### config.mk
export PLATFORM = sky130hd
export DESIGN_NAME = data_memory_port_flat
export DESIGN_NICKNAME = d
export VERILOG_FILES = /design/src/rtl/data_memory_port.sv /design/src/rtl/data_memory_port_if.sv /design/src/flat_wrapper.sv
export SDC_FILE = /design/constraint.sdc
export NUM_CORES = 1
export LEC_CHECK = 0
export ABC_AREA = 1
export CAP_MARGIN = 20
export CORE_MARGIN = 10
export CORE_UTILIZATION = 45
export DETAILED_ROUTE_END_ITERATION = 10
export GPL_ROUTABILITY_DRIVEN = 0
export GPL_TIMING_DRIVEN = 1
export PLACE_DENSITY = 0.73
export SYNTH_ARGS = -nofsm -noshare
export SYNTH_HDL_FRONTEND = slang
export SYNTH_SLANG_ARGS = --single-unit
export TNS_END_PERCENT = 10
### constraint.sdc
create_clock -name clk -period 3.4 [get_ports clk]
set_input_delay 0.51 -clock clk [delete_from_list [all_inputs] [get_ports clk]]
set_output_delay 0.51 -clock clk [all_outputs]
set_load 0.01 [all_outputs]
### src/rtl/data_memory_port.sv
// Shared FCPU widths/opcodes and the load/store port between the memory
// functional unit and the data memory. One request register feeds the
// memory bus; a small in-order queue collects load results for the CDB.

package fcpu_pkg;
    localparam int DATA_W   = 32;
    localparam int RSV_ID_W = 4;
    localparam int INSTR_W  = 6;
    localparam int CDB_W    = RSV_ID_W + DATA_W;

    localparam logic [INSTR_W-1:0] I_LOAD    = 6'h10;
    localparam logic [INSTR_W-1:0] I_LOADB   = 6'h11;
    localparam logic [INSTR_W-1:0] I_LOADR   = 6'h12;
    localparam logic [INSTR_W-1:0] I_STORE   = 6'h14;
    localparam logic [INSTR_W-1:0] I_STOREB  = 6'h15;
    localparam logic [INSTR_W-1:0] I_STORER  = 6'h16;
    localparam logic [INSTR_W-1:0] I_STOREF  = 6'h17;
    localparam logic [INSTR_W-1:0] I_STOREBF = 6'h18;
    localparam logic [INSTR_W-1:0] I_STORERF = 6'h19;
endpackage

module data_memory_port
    import fcpu_pkg::*;
#(
    parameter int DEPTH = 4
) (
    input  logic              clk,
    input  logic              nrst,
    data_memory_port_if.slave bus
);

    localparam int PTR_W = $clog2(DEPTH);
    localparam int CNT_W = $clog2(DEPTH + 1);

    typedef logic [PTR_W-1:0] ptr_t;
    typedef logic [CNT_W-1:0] cnt_t;

    function automatic logic is_store(input logic [INSTR_W-1:0] op);
        case (op)
            I_STORE, I_STOREB, I_STORER,
            I_STOREF, I_STOREBF, I_STORERF: return 1'b1;
            default:                        return 1'b0;
        endcase
    endfunction

    // Request register
    logic                req_valid_q;
    logic                req_we_q;
    logic [RSV_ID_W-1:0] req_tag_q;
    logic [DATA_W-1:0]   req_addr_q;
    logic [DATA_W-1:0]   req_data_q;

    // Load tag/result queue
    logic [RSV_ID_W-1:0] tag_q  [DEPTH];
    logic [DATA_W-1:0]   data_q [DEPTH];
    logic [DEPTH-1:0]    filled_q;
    ptr_t                head_q;
    ptr_t                tail_q;
    ptr_t                fill_q;
    cnt_t                count_q;
    cnt_t                count_d;
    cnt_t                unfilled_q;
    cnt_t                unfilled_d;

    // Status outputs
    logic                store_done_q;
    logic [RSV_ID_W-1:0] store_done_id_q;
    logic                rsp_error_q;

    logic in_store;
    logic req_fire;
    logic slot_free;
    logic q_space;
    logic accept_ok;
    logic accept;
    logic push;
    logic fill_ok;
    logic pop;
    logic head_filled;

    assign in_store    = is_store(bus.i_opcode);
    assign req_fire    = req_valid_q & bus.mem_req_ready;
    assign slot_free   = ~req_valid_q | req_fire;
    assign q_space     = (count_q < cnt_t'(DEPTH));
    assign accept_ok   = ~nrst & slot_free & (in_store | q_space);
    assign accept      = bus.i_valid & accept_ok;
    assign push        = accept & ~in_store;
    assign head_filled = filled_q[head_q];
    assign pop         = head_filled & bus.o_cdb_ready;
    // A separate unfilled counter is used instead of comparing fill and tail
    // pointers: with DEPTH loads all outstanding, fill==tail yet a response
    // is legitimately expected.
    assign fill_ok     = bus.mem_rsp_valid & (unfilled_q != '0);

    // Next occupancy: push, fill and pop in one cycle all count
    always_comb begin
        count_d    = count_q + cnt_t'(push) - cnt_t'(pop);
        unfilled_d = unfilled_q + cnt_t'(push) - cnt_t'(fill_ok);
    end

    // Request register: load on accept, hold until the memory takes it
    always_ff @(posedge clk) begin
        if (nrst) begin
            req_valid_q <= 1'b0;
            req_we_q    <= 1'b0;
            req_tag_q   <= '0;
            req_addr_q  <= '0;
            req_data_q  <= '0;
        end else if (accept) begin
            req_valid_q <= 1'b1;
            req_we_q    <= in_store;
            req_tag_q   <= bus.i_rsv_id;
            req_addr_q  <= bus.i_address;
            req_data_q  <= bus.i_data;
        end else if (req_fire) begin
            req_valid_q <= 1'b0;
        end
    end

    // Result queue: allocate at tail, fill in response order, pop at head
    always_ff @(posedge clk) begin
        if (nrst) begin
            filled_q   <= '0;
            head_q     <= '0;
            tail_q     <= '0;
            fill_q     <= '0;
            count_q    <= '0;
            unfilled_q <= '0;
        end else begin
            if (push) begin
                tag_q[tail_q]    <= bus.i_rsv_id;
                filled_q[tail_q] <= 1'b0;
                tail_q           <= tail_q + ptr_t'(1);
            end
            if (fill_ok) begin
                data_q[fill_q]   <= bus.mem_rsp_data;
                filled_q[fill_q] <= 1'b1;
                fill_q           <= fill_q + ptr_t'(1);
            end
            if (pop) begin
                filled_q[head_q] <= 1'b0;
                head_q           <= head_q + ptr_t'(1);
            end
            count_q    <= count_d;
            unfilled_q <= unfilled_d;
        end
    end

    // Store completion pulse and sticky unexpected-response flag
    always_ff @(posedge clk) begin
        if (nrst) begin
            store_done_q    <= 1'b0;
            store_done_id_q <= '0;
            rsp_error_q     <= 1'b0;
        end else begin
            store_done_q    <= req_fire & req_we_q;
            store_done_id_q <= req_tag_q;
            rsp_error_q     <= rsp_error_q | (bus.mem_rsp_valid & (unfilled_q == '0));
        end
    end

    assign bus.i_ready         = accept_ok;
    assign bus.mem_req_valid   = req_valid_q;
    assign bus.mem_we          = req_we_q;
    assign bus.mem_addr        = req_addr_q;
    assign bus.mem_wdata       = req_data_q;
    assign bus.o_cdb_valid     = head_filled;
    assign bus.o_cdb           = {tag_q[head_q], data_q[head_q]};
    assign bus.o_store_done    = store_done_q;
    assign bus.o_store_done_id = store_done_id_q;
    assign bus.o_rsp_error     = rsp_error_q;

endmodule

### src/rtl/data_memory_port_if.sv
// Bus bundle for data_memory_port: functional-unit request side, memory
// request/response side and CDB/store-completion outputs.

interface data_memory_port_if #(
    parameter int DATA_W   = 32,
    parameter int RSV_ID_W = 4,
    parameter int INSTR_W  = 6
);
    localparam int CDB_W = RSV_ID_W + DATA_W;

    logic                i_valid;
    logic                i_ready;
    logic [INSTR_W-1:0]  i_opcode;
    logic [RSV_ID_W-1:0] i_rsv_id;
    logic [DATA_W-1:0]   i_address;
    logic [DATA_W-1:0]   i_data;

    logic                mem_req_valid;
    logic                mem_req_ready;
    logic                mem_we;
    logic [DATA_W-1:0]   mem_addr;
    logic [DATA_W-1:0]   mem_wdata;
    logic                mem_rsp_valid;
    logic [DATA_W-1:0]   mem_rsp_data;

    logic [CDB_W-1:0]    o_cdb;
    logic                o_cdb_valid;
    logic                o_cdb_ready;
    logic                o_store_done;
    logic [RSV_ID_W-1:0] o_store_done_id;
    logic                o_rsp_error;

    modport slave (
        input  i_valid, i_opcode, i_rsv_id, i_address, i_data,
        output i_ready,
        output mem_req_valid, mem_we, mem_addr, mem_wdata,
        input  mem_req_ready, mem_rsp_valid, mem_rsp_data,
        output o_cdb, o_cdb_valid,
        input  o_cdb_ready,
        output o_store_done, o_store_done_id, o_rsp_error
    );

    modport master (
        output i_valid, i_opcode, i_rsv_id, i_address, i_data,
        input  i_ready,
        input  mem_req_valid, mem_we, mem_addr, mem_wdata,
        output mem_req_ready, mem_rsp_valid, mem_rsp_data,
        input  o_cdb, o_cdb_valid,
        output o_cdb_ready,
        input  o_store_done, o_store_done_id, o_rsp_error
    );
endinterface

### src/flat_wrapper.sv
// flat-port wrapper written by rule: the top's interface ports become plain ports
module data_memory_port_flat import fcpu_pkg::*;
#(
    parameter int DEPTH = 4
)
  (clk, nrst, bus_i_valid, bus_i_opcode, bus_i_rsv_id, bus_i_address, bus_i_data, bus_i_ready, bus_mem_req_valid, bus_mem_we, bus_mem_addr, bus_mem_wdata, bus_mem_req_ready, bus_mem_rsp_valid, bus_mem_rsp_data, bus_o_cdb, bus_o_cdb_valid, bus_o_cdb_ready, bus_o_store_done, bus_o_store_done_id, bus_o_rsp_error);
  data_memory_port_if #(.DATA_W(DATA_W), .RSV_ID_W(RSV_ID_W), .INSTR_W(INSTR_W)) bus_i ();
  input  logic clk;
  input  logic nrst;
  input wire logic [$bits(bus_i.i_valid)-1:0] bus_i_valid;
  input wire logic [$bits(bus_i.i_opcode)-1:0] bus_i_opcode;
  input wire logic [$bits(bus_i.i_rsv_id)-1:0] bus_i_rsv_id;
  input wire logic [$bits(bus_i.i_address)-1:0] bus_i_address;
  input wire logic [$bits(bus_i.i_data)-1:0] bus_i_data;
  output wire logic [$bits(bus_i.i_ready)-1:0] bus_i_ready;
  output wire logic [$bits(bus_i.mem_req_valid)-1:0] bus_mem_req_valid;
  output wire logic [$bits(bus_i.mem_we)-1:0] bus_mem_we;
  output wire logic [$bits(bus_i.mem_addr)-1:0] bus_mem_addr;
  output wire logic [$bits(bus_i.mem_wdata)-1:0] bus_mem_wdata;
  input wire logic [$bits(bus_i.mem_req_ready)-1:0] bus_mem_req_ready;
  input wire logic [$bits(bus_i.mem_rsp_valid)-1:0] bus_mem_rsp_valid;
  input wire logic [$bits(bus_i.mem_rsp_data)-1:0] bus_mem_rsp_data;
  output wire logic [$bits(bus_i.o_cdb)-1:0] bus_o_cdb;
  output wire logic [$bits(bus_i.o_cdb_valid)-1:0] bus_o_cdb_valid;
  input wire logic [$bits(bus_i.o_cdb_ready)-1:0] bus_o_cdb_ready;
  output wire logic [$bits(bus_i.o_store_done)-1:0] bus_o_store_done;
  output wire logic [$bits(bus_i.o_store_done_id)-1:0] bus_o_store_done_id;
  output wire logic [$bits(bus_i.o_rsp_error)-1:0] bus_o_rsp_error;
  assign bus_i.i_valid = bus_i_valid;
  assign bus_i.i_opcode = bus_i_opcode;
  assign bus_i.i_rsv_id = bus_i_rsv_id;
  assign bus_i.i_address = bus_i_address;
  assign bus_i.i_data = bus_i_data;
  assign bus_i_ready = bus_i.i_ready;
  assign bus_mem_req_valid = bus_i.mem_req_valid;
  assign bus_mem_we = bus_i.mem_we;
  assign bus_mem_addr = bus_i.mem_addr;
  assign bus_mem_wdata = bus_i.mem_wdata;
  assign bus_i.mem_req_ready = bus_mem_req_ready;
  assign bus_i.mem_rsp_valid = bus_mem_rsp_valid;
  assign bus_i.mem_rsp_data = bus_mem_rsp_data;
  assign bus_o_cdb = bus_i.o_cdb;
  assign bus_o_cdb_valid = bus_i.o_cdb_valid;
  assign bus_i.o_cdb_ready = bus_o_cdb_ready;
  assign bus_o_store_done = bus_i.o_store_done;
  assign bus_o_store_done_id = bus_i.o_store_done_id;
  assign bus_o_rsp_error = bus_i.o_rsp_error;
  data_memory_port #(.DEPTH(DEPTH)) u_core (.clk(clk), .nrst(nrst), .bus(bus_i));
endmodule
# Word level (Yosys, flattened, before mapping)

Memory sizes are Yosys's and may differ from the RTL's. A register that Yosys moved wholly into a read port is not among the register bits.
Index checks and enable logic that the tools add are counted.

Equality and inequality tests: 6
$lt $le $gt $ge: 7
Muxes and demuxes: 26
Bitwise operators: 20
Add/subtract/negate cells: 7
Reductions and logical operators: 7

Operators by type and width:

| operator                                                   | number |
|---|---|
| == test 6 x 5 -> 1 bit, second input constant              | 6 |
| two-way mux 4 bit                                          | 5 |
| two-way mux 1 bit                                          | 13 |
| AND 1 bit                                                  | 9 |
| less-than comparator 2 x 3 -> 1 bit, second input constant | 3 |
| AND 4 bit                                                  | 2 |
| two-way mux 2 bit                                          | 4 |
| NOT 4 bit                                                  | 2 |
| adder 2 x 1 -> 2 bit, second input constant                | 3 |
| adder 3 x 1 -> 3 bit                                       | 2 |
| demux 1 bit (select 2 bit)                                 | 3 |
| >= comparator 2 x 1 -> 1 bit, second input constant        | 3 |
| OR reduction 6 bit                                         | 1 |
| subtractor 3 x 1 -> 3 bit                                  | 2 |
| OR 4 bit                                                   | 1 |
| logical AND 1 bit                                          | 3 |
| zero test 3 bit                                            | 1 |
| less-than comparator 3 bit, second input constant          | 1 |
| NOT 1 bit                                                  | 3 |
| OR 1 bit                                                   | 3 |
| nonzero test 3 bit                                         | 1 |
| binary-select mux 1 bit (select 2 bit)                     | 1 |
| nonzero test 2 bit                                         | 1 |

Output and inout port bits: 110
RAM bits: 144
Memories: 2
Bits in registers: 92

Memories:

| memory        | depth | bits a word | read ports | clocked after Yosys merged registers in | write ports | RTL line               | RTL |
|---|---|---|---|---|---|---|---|
| u_core.data_q | 4     | 32          | 1          | 1                                       | 1           | data_memory_port.sv:55 | `logic [DATA_W-1:0] data_q [DEPTH];` |
| u_core.tag_q  | 4     | 4           | 1          | 1                                       | 1           | data_memory_port.sv:54 | `logic [RSV_ID_W-1:0] tag_q [DEPTH];` |

# Longest topological paths before layout

Gate-level depths: netlist of run 1.

Word-level depth: 14
Gate-level depth with buffers: 13
Depth with buffers taken out: 13

# Worst setup path before layout of run 1

Ideal clock, no wire load.

Kind: input to register
From: input nrst
To: memory u_core.data_q[0][0], enable pin
Setup time: 0.421 ns
Required time: 2.979 ns
Setup slack: 0.765 ns
Arrival: 2.214 ns
Path buffers: 2
Stages on the path: 3
Path through: buf_6 clkbuf_1 nor2_1

Longest elaborated chain between the ends: 2

RTL lines:

| what                                    | RTL line                | RTL |
|---|---|---|
| start, declared                         | flat_wrapper.sv:9       | `input logic nrst;` |
| two-way mux 1 bit                       | data_memory_port.sv:122 | `if (nrst) begin` |
| two-way mux 1 bit (not written as such) | data_memory_port.sv:136 | `data_q[fill_q] <= bus.mem_rsp_data;` |
| end, declared                           | data_memory_port.sv:55  |  |

No other way between the ends.

==> flow_summary.toml, run 1 <==
[synth]
synth.distinct_cells = 27
syn_nets = 945
yosys-top-cells-area = "edfxtp_1 (45%), dfxtp_1 (20%), nand3_2 (5.2%)"
ys_warn_count = 0
seq_area_frac_synth = 0.6501
synth_top_cell_by_area = "edfxtp_1"
syn_avg_cell_area_um2 = 11.71
netlist_area_um2 = 9547
syn_inst = 815
synth_top_area_frac = 0.4529
synth_seq_cells = 238

[global_routing]
grt_pass1_vias = 6877
met2_usage = 0.2651
gr-total-overflow = 0
grt_use_total = 0.1634
grt_max_degree = 65
busiest_layer = "met2"
grt_pass1_wl_um = 37200
antenna_found_initial = 0
met1_usage = 0.1881
met3_usage = 0.08306

[critical_path]
rr_worst_depth = 10
cp-start-kind = "flip-flop"
end_kind = "primary output"
path_class = "reg2out"
crit_chain = "inv_2, buf_12, o21ai_0, o22ai_1, clkdlybuf4s50_1"
cp_num_cells = 5
crit_slowest_cell = "clkdlybuf4s50_1"
worstPathRequired_ns = 2.89
path_max_fanout = 56
cpPeakStageDelay_ns = 0.59
crit_arrival_ns = 2.35
cp_top_family = "buffers and inverters"
cp_num_buf_inv = 3

[timing]
setup_viol = 0
slew_headroom = 0.3798
layout_worst_path_cycle_share = 0.8423
finalHoldViolations = 0
holdWs_ns = 0.3436
worst_slew_pin_slew_ns = 0.9303
fmax_mhz = 349.2
rsz0062_at_grt = "no"
drv_slew = 0
clock_skew_ns = 0.01320
setup_tns_ns = 0
post-route-min-period_ns = 2.864

[floorplanning]
top_level_ports = 222
initial_core_util = 0.4556
dieHeight_um = 165.7
core-area_um2 = 20960
rows = 53
die_w_um = 165.7
die_area_um2 = 27440

[placed_design]
dpl_cell_area_um2 = 11970
placed_cells = 1270
port_buffers = 220
dpl.hpwl_um = 15630

[worst_hold_path]
holdPathStages = 3
hp-class = "in2reg"

[routing]
routedWlPerCell_um = 18.08
firstDrtPassIters = 6
routed_via_density = 5.127
drt_wl_total_um = 23790
vias = 6747
dr.first_iter.drc_count = 357
route.detailed.drc = 0
ant_nets = 0

[power]
power.density_nw_per_um2 = 655.5
peakVddDrop_mv = 0.3287
leakagePower_nw = 4.397

[clock_tree]
cts_sinks = 238
cts_setup_buffers = 0
clk_latency_ns = 0.52
hold_buffers = 0
cts_resized = 0
cts_tree = "yes"
clockBufferDepth = 3
cts_max_level = 1
cts_made_buffers = 25
path_clk_slew_ns = 0.06
cts-root-buf = "clkbuf_16"

[finish]
nets = 1152
mostFrequentLayoutCells = "clkdlybuf4s50_1 (218), edfxtp_1 (144), dfxtp_1 (93), nor2_1 (87), o21ai_0 (86)"
seq_area_um2 = 6207
synthToLayoutAreaGrowth_pct = 34.32
fillers = 1720
multiInputGateArea_um2 = 2899
final_cells = 1316
post-route-util = 0.6120
drive_gt1_frac = 0.1614
final_common_cell = "clkdlybuf4s50_1"
fin_area_um2 = 12820
n_antenna_cell = 0

[job]
drv_cap = 0

[status]
status = "completed"
cells by family (layout without fill, tap and decap cells):
logic type | Yosys count | count (layout) | share of synthesized area
adder cells (fa/ha/maj) | 18 | 18 | 0.02516
AND/OR/NAND/NOR | 245 | 245 | 0.1320
flip-flops | 238 | 238 | 0.6501
XOR/XNOR | 2 | 2 | 0.001835
AO/OA/AOI/OAI | 215 | 215 | 0.1402
buffers and inverters | 97 | 323 | 0.05072
worst min-delay path, stage by stage:
cell and delay (ns):
buf_4 0.17, nand3_2 0.09, a21oi_2 0.04
area by class of cell:
type | count | share of cell area
sequential | 238 | 0.4840
clock buffer | 29 | 0.04996
tap | 275 | 0.02683
timing repair buffer | 235 | 0.1840
inverter | 42 | 0.01229
clock inverter | 17 | 0.01678
multi-input combinational | 480 | 0.2261
state kept, by name, indices dropped and copies added, names as in the netlist, named ones only:
register and count:
u_core.bus.mem_addr 32, u_core.bus.mem_req_valid 1, u_core.bus.mem_wdata 32, u_core.bus.mem_we 1, u_core.bus.o_rsp_error 1, u_core.bus.o_store_done 1, u_core.bus.o_store_done_id 4, u_core.count_q 3
u_core.data_q 128, u_core.fill_q 2, u_core.filled_q 4, u_core.head_q 2, u_core.req_tag_q 4, u_core.tag_q 16, u_core.tail_q 2, u_core.unfilled_q 3
where the power goes:
part | internal [mW] | switching [mW]
registers | 3.30 | 0.105
clock network | 1.73 | 1.08
logic | 0.997 | 1.19
total | 6.03 | 2.38
through the flow:
stage               power [mW]  setup slack, ns
floorplan                4.618           0.7655
global placement         5.642           0.7206
detailed placement       5.679           0.6748
CTS                      8.502           0.5303
global route             8.815           0.3779
finish                   8.406           0.5362
worst paths after layout:
| check | startpoint | slack, ns | to |
|---|---|---|---|
| worst max-delay path | flip-flop | 0.54 | bus_o_cdb[28] |
| worst min register to register | u_core.req_tag_q[0] | 0.43 | u_core.bus.o_store_done_id[0] |
| worst min-delay path | bus_i_valid | 0.34 | u_core.bus.mem_wdata[18] |
| worst max register to register | u_core.unfilled_q[1] | 0.93 | u_core.unfilled_q[2] |
cell usage after synthesis:
library cell and instances:
inv_1 41, nand2_1 84, ha_1 16, o22ai_1 36, a21oi_1 36, edfxtp_1 144, buf_2 13, nor2_1 91
buf_1 2, buf_4 2, buf_6 2, a21oi_2 50, xor2_1 2, o21ai_0 86, clkinv_1 1, o21bai_1 4
nand3_1 18, nand2_2 1, clkbuf_1 31, a21oi_4 1, a21boi_2 1, fa_1 2, buf_12 5, nand4_1 1
dfxtp_1 94, o31ai_1 1, nand3_2 50
per-layer routing:
metal / vias up / wire (um) / part of all wire
met4: 0 / 320 / 0.013
met3: 30 / 2763 / 0.12
li1: 3271 / - / -
met5: - / 0 / 0
met2: 244 / 11010 / 0.46
met1: 3202 / 9700 / 0.41
Power figures use the tool's default switching activity.
==> run 2: changes to the inputs <==
- PLACE_DENSITY: 0.73 -> 0.76
- clock period: 3.4 -> 2.35 ns (I/O delays scaled with it)
==> flow_summary.toml, run 2 (synthesis gave the netlist of run 1 again) <==
[timing]
finalHoldViolations = 0
setup_ws_ns = -0.1553
rsz0062_at_grt = "yes"
clock_skew_ns = 0.01481
drv_slew = 0
post-route-min-period_ns = 2.505
slew_headroom = 0.5393
holdWs_ns = 0.3897
layout_worst_path_cycle_share = 1.066
worst_slew_pin_slew_ns = 0.6910
setup_viol = 8
fmax_mhz = 399.2

[clock_tree]
clockBufferDepth = 3
cts-root-buf = "clkbuf_16"
path_clk_slew_ns = 0.06
cts_tree = "yes"
cts_max_level = 1
cts_made_buffers = 26
cts_sinks = 238
clk_latency_ns = 0.52
hold_buffers = 0

[placed_design]
port_buffers = 220
dpl_cell_area_um2 = 12140
placed_cells = 1283
dpl.hpwl_um = 15750

[job]
drv_cap = 0

[routing]
route.detailed.drc = 0
firstDrtPassIters = 5
ant_nets = 0
dr.first_iter.drc_count = 449
vias = 6791
routedWlPerCell_um = 18.18
routed_via_density = 5.098
drt_wl_total_um = 24210

[worst_hold_path]
min_to = "u_core.bus.mem_wdata[29]"
holdPathStages = 4
hp-class = "in2reg"
worstHoldStart = "bus_i_valid"

[power]
peakVddDrop_mv = 0.5666
power.density_nw_per_um2 = 921.7
leakagePower_nw = 4.720

[critical_path]
path_max_fanout = 36
worstPathRequired_ns = 2.00
cp-start-kind = "flip-flop"
crit_arrival_ns = 2.15
rr_worst_depth = 13
r2r_start = "u_core.head_q[1]"
end_kind = "primary output"
path_class = "reg2out"
r2r-end = "u_core.count_q[2]"
r2r_slack_ns = 0.21

[finish]
nets = 1167
multiInputGateArea_um2 = 2908
seq_area_um2 = 6212
synthToLayoutAreaGrowth_pct = 36.96
n_antenna_cell = 0
fin_area_um2 = 13080
fillers = 1664
drive_gt1_frac = 0.1731
final_cells = 1332
mostFrequentLayoutCells = "clkdlybuf4s50_1 (189), edfxtp_1 (144), dfxtp_1 (91), nor2_1 (87), nand2_1 (84)"
final_common_cell = "clkdlybuf4s50_1"
largest_reg_flops = 128
regMostFlops = "u_core.data_q"

[floorplanning]
core-area_um2 = 20960
rows = 53
top_level_ports = 222
die_w_um = 165.7
die_area_um2 = 27440
dieHeight_um = 165.7
initial_core_util = 0.4556

[global_routing]
antenna_found_initial = 0
grt_pass1_wl_um = 38230
gr-total-overflow = 0
grt_use_total = 0.1674
grt_max_degree = 61
grt_pass1_vias = 7008

[status]
status = "finished with violations"
violations = "setup timing"
## run 2: cell types whose count changed in the layout (fill, tap and decap cells not counted), sizes merged
| cell | before | now |
|---|---|---|
| clkbuf | 29 | 39 |
| dlymetal6s2s | 0 | 24 |
| buf | 17 | 30 |
| dlygate4sd2 | 0 | 5 |
| bufinv | 5 | 1 |
| clkdlybuf4s50 | 218 | 189 |
| bufbuf | 0 | 1 |
| inv | 43 | 42 |
| clkinvlp | 4 | 1 |
## run 2: where the power goes
| part | internal, mW | switching, mW | total, mW |
|---|---|---|---|
| Sequential | 4.78 | 0.165 | 4.95 |
| Combinational | 1.53 | 1.75 | 3.28 |
| Clock | 2.25 | 1.56 | 3.82 |
## run 2: routing by layer
layer,part of all wire,vias to the layer above,wire length [um],track usage
met2,0.46,271,11020,0.2679
met5,0,-,0,0
met3,0.12,27,2968,0.08542
li1,-,3308,-,-
met4,0.015,0,363,0.03082
met1,0.41,3185,9861,0.1993
## run 2: metrics by stage
stage | worst slack (ns) | utilization | power [mW] | TNS (ns)
2_1_floorplan | -0.1609 | - | 6.681 | -15.45
3_5_place_dp | -0.08020 | 0.5794 | 8.346 | -0.1367
4_1_cts | -0.1951 | 0.6200 | 12.23 | -4.210
6_report | -0.1553 | 0.6240 | 12.05 | -0.9559
5_1_grt | -0.2009 | 0.6240 | 12.67 | -1.495
3_3_place_gp | -0.01513 | 0.5794 | 8.274 | -0.01743
## run 2: how the worst max path moves through the flow
stage               slack, ns  cells after the start                  end            startpoint
floorplan               -0.16                      4  u_core.data_q[1][0]  u_core.unfilled_q[1]
global placement        -0.02                     11    u_core.count_q[2]     bus_mem_req_ready
detailed placement      -0.08                     11    u_core.count_q[2]     bus_mem_req_ready
CTS                     -0.20                      4         bus_o_cdb[1]             flip-flop
global route            -0.20                      5        bus_o_cdb[30]             flip-flop
finish                  -0.16                      4         bus_o_cdb[1]             flip-flop
## run 2: cell type report
cell class / count / area share
sequential: 238 / 0.4751
multi-input combinational: 480 / 0.2224
timing repair buffer: 249 / 0.2021
clock buffer: 39 / 0.05579
tap: 275 / 0.02632
inverter: 42 / 0.01206
clock inverter: 9 / 0.006220
## run 2: critical path, stage by stage (launching register included)
cell and delay, ns:
dfxtp_1 0.38, buf_12 0.21, o21ai_0 0.14, o22ai_1 0.28
clkdlybuf4s50_1 0.61
## run 2: what timing repair did
action	in CTS	in global routing
setup endpoints to repair	37	37
buffers inserted	0	0
gates cloned	1	0
gates resized for setup	10	35
